## config.mk

```make
export PLATFORM = sky130hd
export DESIGN_NAME = rng_word_serializer
export DESIGN_NICKNAME = d
export VERILOG_FILES = /design/src/rtl/rng_word_serializer.sv
export SDC_FILE = /design/constraint.sdc
export NUM_CORES = 1
export LEC_CHECK = 0
export CAP_MARGIN = 10
export CORE_MARGIN = 2
export CORE_UTILIZATION = 30
export DETAILED_ROUTE_END_ITERATION = 16
export HOLD_SLACK_MARGIN = 0.15
export PLACE_DENSITY = 0.44
export SKIP_CTS_REPAIR_TIMING = 1
export SYNTH_ARGS = -nofsm -noshare
export SYNTH_HDL_FRONTEND = slang
export SYNTH_SLANG_ARGS = --single-unit
```

## constraint.sdc

```tcl
create_clock -name i_clk -period 6.8 [get_ports i_clk]
set_clock_uncertainty 0.1 [all_clocks]
set_input_delay 1.36 -clock i_clk [delete_from_list [all_inputs] [get_ports i_clk]]
set_output_delay 1.36 -clock i_clk [all_outputs]
set_load 0.02 [all_outputs]
```

## src/rtl/rng_word_serializer.sv

```systemverilog
// rtl/rng_word_serializer.sv - filters an LFSR word bank, buffers accepted words in a FIFO, streams them one per handshake
module rng_word_serializer #(
   parameter int WORD_N     = 8,
   parameter int WORD_M     = 4,
   parameter int FIFO_DEPTH = 8,
   parameter int CNT_W      = 16
) (
   input  logic                          i_clk,
   input  logic                          i_rst,
   input  logic [WORD_M*WORD_N-1:0]      i_bank,
   output logic                          o_lfsr_enable,
   input  logic                          i_bound_en,
   input  logic [WORD_N-1:0]             i_bound,
   input  logic                          i_flush,
   output logic [WORD_N-1:0]             o_data,
   output logic                          o_valid,
   input  logic                          i_ready,
   output logic [$clog2(FIFO_DEPTH):0]   o_count,
   output logic [CNT_W-1:0]              o_drop_cnt
);

   localparam int PTR_W   = $clog2(FIFO_DEPTH);
   localparam int COUNT_W = PTR_W + 1;

   // A whole bank may only be taken when it is guaranteed to fit, whatever the filter decides.
   localparam logic [COUNT_W-1:0] CAP_LIMIT  = COUNT_W'(FIFO_DEPTH - WORD_M);
   localparam logic [COUNT_W-1:0] BANK_WORDS = COUNT_W'(WORD_M);

   // Pointers carry one extra wrap bit so that full and empty are distinguishable.
   logic [COUNT_W-1:0] wr_ptr_q, wr_ptr_d;
   logic [COUNT_W-1:0] rd_ptr_q, rd_ptr_d;
   logic [CNT_W-1:0]   drop_cnt_q, drop_cnt_d;
   logic [WORD_N-1:0]  mem_q [FIFO_DEPTH];

   logic [COUNT_W-1:0] count;
   logic [WORD_N-1:0]  bank_word [WORD_M];
   logic [WORD_M-1:0]  accept;
   logic [PTR_W-1:0]   slot_ofs [WORD_M];
   logic [PTR_W-1:0]   wr_addr [WORD_M];
   logic [COUNT_W-1:0] acc_cnt;
   logic [COUNT_W-1:0] rej_cnt;
   logic [CNT_W:0]     drop_sum;
   logic               filter_on;
   logic               cap;
   logic               pop;

   assign count = wr_ptr_q - rd_ptr_q;

   // Capture uses the registered occupancy only; a pop in the same cycle earns no extra room.
   // Held low during reset so the LFSR is never advanced while the FIFO is being cleared.
   assign cap = !i_rst && !i_flush && (count <= CAP_LIMIT);
   assign pop = o_valid && i_ready && !i_flush;

   assign filter_on = i_bound_en && (i_bound != '0);

   // Split the flat bank into words, word k at bits [k*WORD_N +: WORD_N].
   always_comb begin
      for (int k = 0; k < WORD_M; k++) begin
         bank_word[k] = i_bank[k*WORD_N +: WORD_N];
      end
   end

   // Accept/reject each word and pack survivors into consecutive slots in ascending k order.
   always_comb begin
      acc_cnt = '0;
      accept  = '0;
      for (int k = 0; k < WORD_M; k++) begin
         slot_ofs[k] = acc_cnt[PTR_W-1:0];
         wr_addr[k]  = wr_ptr_q[PTR_W-1:0] + acc_cnt[PTR_W-1:0];
         accept[k]   = !filter_on || (bank_word[k] < i_bound);
         if (accept[k]) begin
            acc_cnt = acc_cnt + COUNT_W'(1);
         end
      end
   end

   assign rej_cnt  = BANK_WORDS - acc_cnt;
   assign drop_sum = {1'b0, drop_cnt_q} + (CNT_W+1)'(rej_cnt);

   // Next-state for pointers and the saturating drop counter; flush clears the FIFO but keeps the drop count.
   always_comb begin
      wr_ptr_d   = wr_ptr_q;
      rd_ptr_d   = rd_ptr_q;
      drop_cnt_d = drop_cnt_q;
      if (i_flush) begin
         wr_ptr_d = '0;
         rd_ptr_d = '0;
      end else begin
         if (cap) begin
            wr_ptr_d = wr_ptr_q + acc_cnt;
         end
         rd_ptr_d = rd_ptr_q + COUNT_W'(pop);
      end
      if (cap) begin
         drop_cnt_d = drop_sum[CNT_W] ? {CNT_W{1'b1}} : drop_sum[CNT_W-1:0];
      end
   end

   // Control state: pointers and drop counter, cleared asynchronously.
   always_ff @(posedge i_clk or posedge i_rst) begin
      if (i_rst) begin
         wr_ptr_q   <= '0;
         rd_ptr_q   <= '0;
         drop_cnt_q <= '0;
      end else begin
         wr_ptr_q   <= wr_ptr_d;
         rd_ptr_q   <= rd_ptr_d;
         drop_cnt_q <= drop_cnt_d;
      end
   end

   // FIFO storage: up to WORD_M writes per capture edge, to distinct consecutive slots.
   always_ff @(posedge i_clk) begin
      if (cap) begin
         for (int k = 0; k < WORD_M; k++) begin
            if (accept[k]) begin
               mem_q[wr_addr[k]] <= bank_word[k];
            end
         end
      end
   end

   assign o_lfsr_enable = cap;
   assign o_valid       = (count != '0);
   assign o_data        = o_valid ? mem_q[rd_ptr_q[PTR_W-1:0]] : '0;
   assign o_count       = count;
   assign o_drop_cnt    = drop_cnt_q;

endmodule

```

### Yosys cells after proc, flatten, opt, wreduce, memory -nomap -nowiden

Memories as Yosys holds them, arrays and structs flattened.
Index checks and enable logic that the tools add are counted.

| word-level totals | value |
|---|---|
| bits of input ports | 45 |
| memory bits (writable) | 64 |
| memories kept | 1 |
| flip-flop bits (word level) | 24 |

Memory list:

| name | words | width | read ports | clocked after Yosys merged registers in | write ports | RTL line | source |
|---|---|---|---|---|---|---|---|
| mem_q | 8 | 8 | 1 | 0 | 4 | 33 | `logic [WORD_N-1:0] mem_q [FIFO_DEPTH];` |

| operators by class | value |
|---|---|
| add/sub/neg operators | 11 |
| multiplexer cells | 21 |
| reduce and logical (&&, ||, !) cells | 15 |
| magnitude comparators | 5 |

Operator list:

| cell | count |
|---|---|
| 8-bit less-than comparator | 4 |
| 4-bit 2-to-1 mux | 6 |
| 16-bit by 4-bit adder with 17-bit output | 1 |
| 16-bit 2-to-1 mux | 1 |
| 1-bit 2-to-1 mux | 13 |
| 4-bit by 1-bit adder with 4-bit output, second input constant | 3 |
| 3-bit adder | 3 |
| 8-bit 2-to-1 mux | 1 |
| 8-bit nonzero test | 1 |
| 1-bit logical AND | 5 |
| 4-bit by 1-bit adder with 4-bit output | 1 |
| 4-bit adder | 1 |
| 4-bit by 3-bit <= comparator with 1-bit output, second input constant | 1 |
| 1-bit logical OR | 4 |
| 4-bit nonzero test | 1 |
| 3-bit by 4-bit subtractor with 4-bit output, first input constant | 1 |
| 4-bit subtractor | 1 |
| 1-bit zero test | 3 |
| 2-bit nonzero test | 1 |

### Depth between registers and ports, before layout

Gate-level depths: netlist (run 1).

| logic depth | value |
|---|---|
| word-level depth | 14 |
| mapped depth | 22 |
| depth with buffers taken out | 21 |

### Worst setup path after synthesis (run 1)

Ideal clock, no wire load.

| path | value |
|---|---|
| path kind | input to register |
| start | in i_bound[1] |
| end | mem mem_q[2][0], enable pin |
| setup slack | 1.151 ns |
| stages | 15 |
| required time | 6.324 ns |
| arrival time | 5.173 ns |
| buffers on the path | 1 |
| cells stage by stage | inv_1 ha_1 a21boi_0 o21ai_0 a21oi_1 o41ai_1 ha_1 xor2_1 ha_1 fa_1 xor2_1 xnor2_2 or4b_1 buf_4 o211ai_1 |

RTL lines:

| item | RTL line | source |
|---|---|---|
| start, declared | 13 | `input logic [WORD_N-1:0] i_bound,` |
| end, declared | 33 |  |

==> impl_metrics.json, run 1 <==
{
  "placed_area_mm2": 0.00905,
  "drt-wirelength-per-cell_um": 24.6,
  "hold_viol_final": 0,
  "drc": 0,
  "port_buffers": 74,
  "critPathArrivalTime_ns": 6.25,
  "timing.setup.tns_ns": 0,
  "p_leak_nw": 3.73,
  "clockBufferDepth": 2,
  "htreeDepth": 3,
  "setup_viol": 0,
  "io_pins": 75,
  "fin_ws_ns": 0.531,
  "drv_cap": 0,
  "clock.fmax_mhz": 160,
  "ant_nets": 0,
  "rows": 58,
  "die_w_um": 163,
  "period_minus_slack_ns": 6.27,
  "endpoint_kind": "flop",
  "grt_setup_unrepaired": "false",
  "cts.sinks": 88,
  "post_drt_via_cell_ratio": 5.45,
  "final_max_slew_viol_count": 0,
  "dp_slack_ns": 0.205,
  "synth_enable_flop_cells": 64,
  "final_layout_size_suffix_gt1_frac": 0.302,
  "place.gp.congestion": 0.882,
  "routed-via-count": 6189,
  "totalPowerFinal_w": 0.00303,
  "vdd_ir_drop_max_v": 0.000147,
  "grt_pass1_vias": 6027,
  "drt_pass1_iterations": 5,
  "syn_area_mm2": 0.00762,
  "critPathLaunchType": "primary input",
  "clkTransAtPathRegs_ns": 0.07,
  "cp_max_fo": 9,
  "crit_top_cell": "ha_1",
  "wirelength_um": 27900,
  "cp_data_required_time_ns": 6.78,
  "syn_inst": 687,
  "die_area_mm2": 0.0267,
  "grt_antenna_before_repair": 3,
  "grt_max_degree": 30,
  "grt_pass1_wl_um": 41000,
  "synth_area_leaders": "edfxtp_1, mux2_2, ha_1, dfrtp_1, mux4_2",
  "gr-usage-all-layers": 0.213,
  "ys.flop_type": "edfxtp_1",
  "clock_latency_ns": 0.36,
  "fillers": 2496,
  "numCtsBuffers": 9,
  "finalCritPeriodShare": 0.922,
  "finalHoldWorstSlack_ns": 0.437,
  "hold_class": "reg -> reg",
  "worst_pin_slew_ns": 1.23,
  "grt_overflow_total": 0,
  "ys_ff_latch": 88,
  "cts-root-buf": "clkbuf_16",
  "crit_slowest_cell": "clkdlybuf4s50_1",
  "ff2ff_setup_slack_ns": 2.28,
  "cp_cell_sequence": "clkdlybuf4s50_1 -> ha_1 -> a21boi_0 -> o21ai_0 -> a21oi_1 -> o41ai_1 -> buf_4 -> ha_1 -> buf_4 -> ha_1 -> ha_1 -> nor4_1 -> nand4_2 -> mux2_2 -> mux2_1",
  "hpwl_um": 21200,
  "cts_tree": "yes",
  "core_mm2": 0.0250,
  "status": "complete, no violations",
  "area_growth_pct": 22.8,
  "seq_area_frac_synth": 0.331,
  "max_slew_margin": 0.175,
  "crit_type": "in -> reg",
  "syn_avg_cell_area_um2": 11.1,
  "nNetsFinal": 899,
  "p_per_area_mw_per_mm2": 324,
  "cpPeakStageDelay_ns": 0.63,
  "synth_top_area_cell": "edfxtp_1",
  "fin_area_mm2": 0.00936,
  "syn-num-nets": 786,
  "drt_iter0_markers": 432,
  "yosysTopAreaCellShare": 0.252,
  "postSynth.asyncResetShare": 0.273,
  "yosysUniqueCellTypes": 68,
  "die_y_um": 163,
  "yosysWarnings": 0,
  "start_util": 0.304
}
registers in the layout, indices dropped and copies added, names as in the netlist:
signal	cells
rd_ptr_q	4
wr_ptr_q	4
mem_q	64
o_drop_cnt	16
synthesized netlist by cell type, types with 5 or more instances:
library cell	count
mux2_1	25
xor2_1	14
nand3_1	10
mux4_2	16
inv_1	27
nor2_1	21
nand2_1	51
mux2_2	128
nor3_1	25
mux2i_1	18
nor2b_1	7
o21ai_0	11
nand3b_1	6
and3_1	6
edfxtp_1	64
clkbuf_1	15
buf_2	5
xnor2_1	7
ha_1	50
o211ai_1	8
a21oi_1	44
o21ai_1	6
mux2_4	8
o2111ai_1	11
dfrtp_1	24
cells in the final DEF (no fill, tap or decap), types with 14 or more instances in the layout:
cell type and instances:
dfrtp_1 24, nor3_1 25, edfxtp_1 64, inv_1 27
clkdlybuf4s50_1 74, nor2_1 21, mux2_2 128, mux2i_1 18
xor2_1 14, ha_1 50, mux4_2 16, nand2_1 51
mux2_1 25, buf_4 54, a21oi_1 44
layer usage:
metal	up-vias	global-route usage	wire (um)
met5	-	0	22
met4	4	0.0519	494
met3	39	0.0457	1790
met2	191	0.301	11700
met1	3091	0.327	13900
li1	2864	-	-
final timing paths:
check | startpoint | to | depth (start not counted)
worst max-delay path | i_bank[1] | mem_q[0][4]$_DFFE_PP_ | 15
worst min-delay path | o_drop_cnt[9]$_DFFE_PP0P_ | o_drop_cnt[9]$_DFFE_PP0P_ | 2
max in group asynchronous | i_rst | o_drop_cnt[7]$_DFFE_PP0P_ | 3
worst max register to register | rd_ptr_q[2]$_DFF_PP0_ | mem_q[0][1]$_DFFE_PP_ | 11
min in group asynchronous | i_rst | wr_ptr_q[0]$_DFFE_PP0P_ | 3
worst min register to register | o_drop_cnt[9]$_DFFE_PP0P_ | o_drop_cnt[9]$_DFFE_PP0P_ | 2
critical path, delay by kind of cell:
kind | cells | cell delay [ns]
buffers and inverters | 3 | 1.08
AO/OA/AOI/OAI | 4 | 1.02
multiplexers | 2 | 0.79
AND/OR/NAND/NOR | 2 | 0.96
adder cells (fa/ha/maj) | 4 | 1.04
power breakdown:
part | internal, W | switching, W | total, W | leakage, nW
sequential | 0.000755 | 0.0000844 | 0.000839 | 0.905
clock | 0.000260 | 0.000244 | 0.000504 | 0.144
combinational | 0.000735 | 0.000956 | 0.00169 | 2.68
total | 0.00175 | 0.00128 | 0.00303 | 3.73
cell type report:
class | instances | area, um2 | share of cell area
clock buffers | 9 | 225 | 0.0241
flip-flops and latches | 88 | 2520 | 0.270
inverters | 29 | 109 | 0.0116
multi-input cells | 544 | 4860 | 0.520
diodes | 1 | 2.50 | 0.000267
clock inverters | 7 | 75.1 | 0.00802
repair buffers | 128 | 1150 | 0.122
well taps | 330 | 413 | 0.0441
per-stage QoR:
step,instances,util
global placement,1119,0.362
detailed placement,1119,0.362
CTS,1135,0.374
floorplan,687,-
finish,1136,0.374
global route,1136,0.374
cell families (layout without fill, tap and decap cells):
family | after synthesis | count (layout) | share of synthesized area
flip-flops | 88 | 88 | 0.331
XOR/XNOR | 23 | 23 | 0.0284
AO/OA/AOI/OAI | 102 | 102 | 0.0862
AND/OR/NAND/NOR | 170 | 170 | 0.118
other | 0 | 1 | 0
adder cells (fa/ha/maj) | 54 | 54 | 0.0926
multiplexers | 195 | 195 | 0.313
buffers and inverters | 55 | 173 | 0.0309
Note: power is estimated with default switching activity, not from simulation.
==> run 2: changes to the inputs <==
--- a/config.mk
+++ b/config.mk
@@ -10,6 +10,7 @@
 export CORE_UTILIZATION = 30
 export DETAILED_ROUTE_END_ITERATION = 16
 export HOLD_SLACK_MARGIN = 0.15
+export MAX_ROUTING_LAYER = met4
 export PLACE_DENSITY = 0.44
 export SKIP_CTS_REPAIR_TIMING = 1
 export SYNTH_ARGS = -nofsm -noshare
==> run 2 against run 1 <==
Routed wire length down 0.24%. Flip-flop and latch count unchanged. Sequential share of layout area up 0.13 points. Register-to-register slack worse by 0.05 ns. Count of clock-buffer cells in the layout unchanged. Sequential power about the same. Critical path depth up 3.
==> impl_metrics.json, run 2 (synthesis gave the netlist of run 1 again) <==
{
  "ant_nets": 0,
  "cts-root-buf": "clkbuf_16",
  "cts.sinks": 88,
  "p_per_area_mw_per_mm2": 326,
  "final-seq-area_mm2": 0.00252,
  "worst_pin_slew_ns": 1.24,
  "port_buffers": 74,
  "grt_pass1_vias": 6042,
  "io_pins": 75,
  "fillers": 2470,
  "fin_ws_ns": 0.472,
  "clock_latency_ns": 0.36,
  "critPathArrivalTime_ns": 6.49,
  "timing.setup.tns_ns": 0,
  "cp_cell_sequence": "clkdlybuf4s50_1 -> ha_1 -> a2111oi_0 -> or4_4 -> and2_1 -> mux2i_1 -> xor2_1 -> mux2_2 -> ha_1 -> inv_1 -> fa_1 -> nor2b_1 -> o21ai_0 -> nand2b_1 -> and3_1 -> and4_1 -> a31oi_1 -> a41oi_1",
  "dp_slack_ns": 0.229,
  "cts_tree": "yes",
  "setup_viol": 0,
  "clock.fmax_mhz": 158,
  "drc": 0,
  "status": "complete, no violations",
  "grt_setup_unrepaired": "false",
  "path_delay_family": "simple AND/OR/NAND/NOR gates",
  "finalCritPeriodShare": 0.931,
  "grt_overflow_total": 0,
  "die_w_um": 163,
  "place.gp.congestion": 0.937,
  "numCtsBuffers": 9,
  "cpPeakStageDelay_ns": 0.66,
  "nNetsFinal": 894,
  "area_growth_pct": 22.2,
  "die_area_mm2": 0.0267,
  "layout_commonest_cell": "mux2_2",
  "die_y_um": 163,
  "cp_max_fo": 14,
  "totalPowerFinal_w": 0.00303,
  "grt_pass1_wl_um": 41700,
  "worstPathBufferInverterCount": 2,
  "gr-usage-all-layers": 0.222,
  "layout_common_cells": "mux2_2, clkdlybuf4s50_1, edfxtp_1, nand2_1, ha_1",
  "routed-via-count": 6127,
  "clkTransAtPathRegs_ns": 0.07,
  "wirelength_um": 27800,
  "clockBufferDepth": 2,
  "rows": 58,
  "multi_input_area_mm2": 0.00486,
  "grt_max_degree": 30,
  "post_drt_via_cell_ratio": 5.42,
  "placed_area_mm2": 0.00902,
  "crit_type": "in -> reg",
  "period_minus_slack_ns": 6.33,
  "hpwl_um": 21200,
  "critPathLaunchType": "primary input",
  "start_util": 0.304,
  "hold_start": "o_drop_cnt[9]$_DFFE_PP0P_",
  "final_max_slew_viol_count": 0,
  "drt-wirelength-per-cell_um": 24.6,
  "max_slew_margin": 0.168,
  "crit_slowest_cell": "a2111oi_0",
  "drt_pass1_iterations": 5,
  "largest_register_ff_count": 64,
  "endpoint_kind": "flop",
  "vdd_ir_drop_max_v": 0.000223,
  "fin_area_mm2": 0.00931,
  "htreeDepth": 3,
  "crit_top_cell": "ha_1",
  "worstReg2RegStart": "rd_ptr_q[2]$_DFF_PP0_",
  "core_mm2": 0.0250,
  "hold_viol_final": 0,
  "grt_antenna_before_repair": 0,
  "p_leak_nw": 3.70,
  "drt_iter0_markers": 492,
  "startpoint": "i_bank[19]",
  "final_layout_size_suffix_gt1_frac": 0.298,
  "hold_class": "reg -> reg",
  "cp_data_required_time_ns": 6.96,
  "drv_cap": 0
}
-- run 2: final timing paths --
check / end / slack [ns] / cells past startpoint
max: o_drop_cnt[14]$_DFFE_PP0P_ / 0.47 / 18
min: o_drop_cnt[9]$_DFFE_PP0P_ / 0.45 / 2
max reg2reg: mem_q[1][5]$_DFFE_PP_ / 2.23 / 11
min reg2reg: o_drop_cnt[9]$_DFFE_PP0P_ / 0.45 / 2
max in group asynchronous: wr_ptr_q[1]$_DFFE_PP0P_ / 5.03 / 3
min in group asynchronous: o_drop_cnt[13]$_DFFE_PP0P_ / 1.29 / 3
-- run 2: area by class of cell --
class / count / share of cell area
repair buffers: 123 / 0.119
flip-flops and latches: 88 / 0.271
diodes: 1 / 0.000269
inverters: 29 / 0.0117
well taps: 330 / 0.0443
multi-input cells: 544 / 0.522
clock inverters: 7 / 0.00726
clock buffers: 9 / 0.0242
-- run 2: worst register-to-register path, cell delays in order (launching register included) --
cell and delay [ns]:
dfrtp_1 0.67, clkinv_1 0.49, ha_1 0.52, a21oi_1 0.11
and3_1 0.31, nor2_2 0.35, nand2_2 0.22, inv_2 0.21
nand2_1 0.13, or4_1 0.75, o211ai_1 0.19, buf_4 0.22
-- run 2: per-layer routing --
| metal | up-vias | track usage | routed length (um) |
|---|---|---|---|
| li1 | 2853 | - | - |
| met1 | 3040 | 0.334 | 13900 |
| met2 | 215 | 0.303 | 11700 |
| met3 | 19 | 0.0470 | 1950 |
| met4 | 0 | 0.0471 | 348 |
| met5 | - | - | 0 |
-- run 2: through the flow --
stage          hold WS, ns  std cells  utilization
2_1_floorplan        0.425        687            -
3_3_place_gp         0.421       1114        0.360
3_5_place_dp         0.432       1114        0.360
4_1_cts              0.454       1130        0.372
5_1_grt              0.502       1130        0.372
6_report             0.447       1131        0.372
-- run 2: power by group --
| group | internal (W) | total (W) | switching [W] |
|---|---|---|---|
| Clock | 0.000259 | 0.000503 | 0.000244 |
| Sequential | 0.000754 | 0.000837 | 0.0000831 |
| Combinational | 0.000733 | 0.00169 | 0.000960 |
==> run 3: changes to the inputs <==
--- a/config.mk
+++ b/config.mk
@@ -11,7 +11,7 @@
 export DETAILED_ROUTE_END_ITERATION = 16
 export HOLD_SLACK_MARGIN = 0.15
 export MAX_ROUTING_LAYER = met4
-export PLACE_DENSITY = 0.44
+export PLACE_DENSITY = 0.5
 export SKIP_CTS_REPAIR_TIMING = 1
 export SYNTH_ARGS = -nofsm -noshare
 export SYNTH_HDL_FRONTEND = slang
==> run 3 against run 2 <==
Sequential share of layout area shrank 0.21 points. Cell area grew 0.78%. Total power is essentially flat. Count of clock-buffer cells in the layout grew 1. Clock power grew 4%. Final cell count grew 0.80%. Worst setup slack gained 0.45 ns. Die area is the same. Flip-flop and latch count is the same. Non-clock buffer count grew 9. Critical path depth is the same. Largest cell class unchanged.
==> impl_metrics.json, run 3 (synthesis gave the netlist of run 1 again) <==
{
  "finalCritPeriodShare": 0.865,
  "die_w_um": 163,
  "clkTransAtPathRegs_ns": 0.06,
  "io_pins": 75,
  "min_path_cells": 2,
  "drt-wirelength-per-cell_um": 22.5,
  "numCtsBuffers": 9,
  "port_buffers": 74,
  "largest_register_ff_count": 64,
  "cp_max_fo": 14,
  "hold_start": "o_drop_cnt[7]$_DFFE_PP0P_",
  "rows": 58,
  "hold_class": "reg -> reg",
  "grt_pass1_vias": 5951,
  "totalPowerFinal_w": 0.00303,
  "worstReg2RegStart": "rd_ptr_q[2]$_DFF_PP0_",
  "cp_data_required_time_ns": 6.97,
  "max_slew_margin": 0.172,
  "cpPeakStageDelay_ns": 0.62,
  "timing.setup.tns_ns": 0,
  "critPathLaunchType": "primary input",
  "nNetsFinal": 903,
  "post_drt_via_cell_ratio": 5.22,
  "finalHoldWorstSlack_ns": 0.436,
  "final_util": 0.375,
  "gr-usage-all-layers": 0.202,
  "instances_no_fill": 1140,
  "setup_viol": 0,
  "hpwl_um": 19000,
  "final_layout_size_suffix_gt1_frac": 0.304,
  "critPathArrivalTime_ns": 6.05,
  "worstReg2RegEnd": "mem_q[0][3]$_DFFE_PP_",
  "layout_commonest_cell": "mux2_2",
  "drv_cap": 0,
  "worstPathBufferInverterCount": 2,
  "ant_nets": 0,
  "die_area_mm2": 0.0267,
  "endpoint_kind": "flop",
  "period_minus_slack_ns": 5.88,
  "drt_iter0_markers": 443,
  "p_per_area_mw_per_mm2": 323,
  "cp_cell_sequence": "clkdlybuf4s50_1 -> or4_1 -> o21ai_2 -> nand2b_1 -> and2_1 -> mux2i_1 -> xor2_1 -> mux2_2 -> ha_1 -> inv_1 -> fa_1 -> nor2b_1 -> o21ai_0 -> nand2b_1 -> and3_1 -> and4_1 -> a31oi_1 -> a41oi_1",
  "path_delay_family": "simple AND/OR/NAND/NOR gates",
  "cts-root-buf": "clkbuf_16",
  "clock_latency_ns": 0.36,
  "reg2regPathDepth": 11,
  "crit_top_cell": "nand2b_1",
  "ff2ff_setup_slack_ns": 2.43,
  "dp_cells": 1123,
  "grt_max_degree": 30,
  "vdd_ir_drop_max_v": 0.000171,
  "die_y_um": 163,
  "start_util": 0.304,
  "grt_pass1_wl_um": 38400,
  "grt_setup_unrepaired": "false",
  "clock.fmax_mhz": 170,
  "core_mm2": 0.0250,
  "p_leak_nw": 3.74,
  "crit_type": "in -> reg",
  "crit_slowest_cell": "or4_1",
  "layout_common_cells": "mux2_2, clkdlybuf4s50_1, edfxtp_1, buf_4, nand2_1",
  "cts_tree": "yes",
  "hold_viol_final": 0,
  "place.gp.congestion": 0.924,
  "wirelength_um": 25600,
  "worst_pin_slew_ns": 1.23,
  "grt_antenna_before_repair": 1,
  "min_to": "o_drop_cnt[7]$_DFFE_PP0P_",
  "area_growth_pct": 23.1,
  "clockBufferDepth": 2,
  "final_max_slew_viol_count": 0,
  "routed-via-count": 5949,
  "status": "complete, no violations",
  "drc": 0,
  "drt_pass1_iterations": 5,
  "cts.sinks": 88,
  "grt_overflow_total": 0,
  "htreeDepth": 3
}
-- run 3: cell count changes in the layout (fill, tap and decap cells not counted), sizes merged --
cell    previous run  this run
clkinv             2         4
clkbuf             9        10
buf               49        58
bufinv             0         1
inv               33        29
-- run 3: cell type report --
type | instances | area [um2]
well taps | 330 | 413
fillers | 2470 | 15700
inverters | 29 | 109
clock inverters | 6 | 68.8
clock buffers | 10 | 229
multi-input cells | 544 | 4860
flip-flops and latches | 88 | 2520
diodes | 1 | 2.50
repair buffers | 132 | 1180
-- run 3: per-layer routing --
| metal | routed length, um | share of wire | GRT usage | vias to the layer above |
|---|---|---|---|---|
| li1 | - | - | - | 2865 |
| met1 | 12500 | 0.49 | 0.286 | 2896 |
| met2 | 11100 | 0.43 | 0.294 | 162 |
| met3 | 1540 | 0.060 | 0.0406 | 26 |
| met4 | 421 | 0.016 | 0.0531 | 0 |
| met5 | 0 | 0 | - | - |
-- run 3: through the flow --
step	cell area [um2]	setup slack, ns
4_1_cts	9380	0.930
2_1_floorplan	7620	1.15
3_3_place_gp	9080	0.578
3_5_place_dp	9080	0.569
6_report	9390	0.921
5_1_grt	9390	0.589
-- run 3: worst min-delay path: cells and delay by family (launching register included) --
kind             cells  cell delay [ns]
AND/OR/NAND/NOR      1             0.05
flip-flops           1             0.37
XOR/XNOR             1             0.08
-- run 3: worst max path at each step --
stage	cells past startpoint	endpoint	startpoint	slack, ns
after floorplan	15	mem_q[2][0]$_DFFE_PP_	i_bound[1]	1.15
final	18	o_drop_cnt[14]$_DFFE_PP0P_	i_bound[0]	0.92
after detailed placement	19	o_drop_cnt[14]$_DFFE_PP0P_	i_bank[23]	0.57
after global routing	21	o_drop_cnt[14]$_DFFE_PP0P_	i_bank[1]	0.59
after global placement	18	o_drop_cnt[14]$_DFFE_PP0P_	i_bound[0]	0.58
after CTS	19	o_drop_cnt[14]$_DFFE_PP0P_	i_bank[23]	0.93
-- run 3: where the power goes --
part	internal [W]	leakage, nW	switching (W)
Combinational	0.000738	2.70	0.000950
Sequential	0.000755	0.905	0.0000705
Clock	0.000287	0.143	0.000234
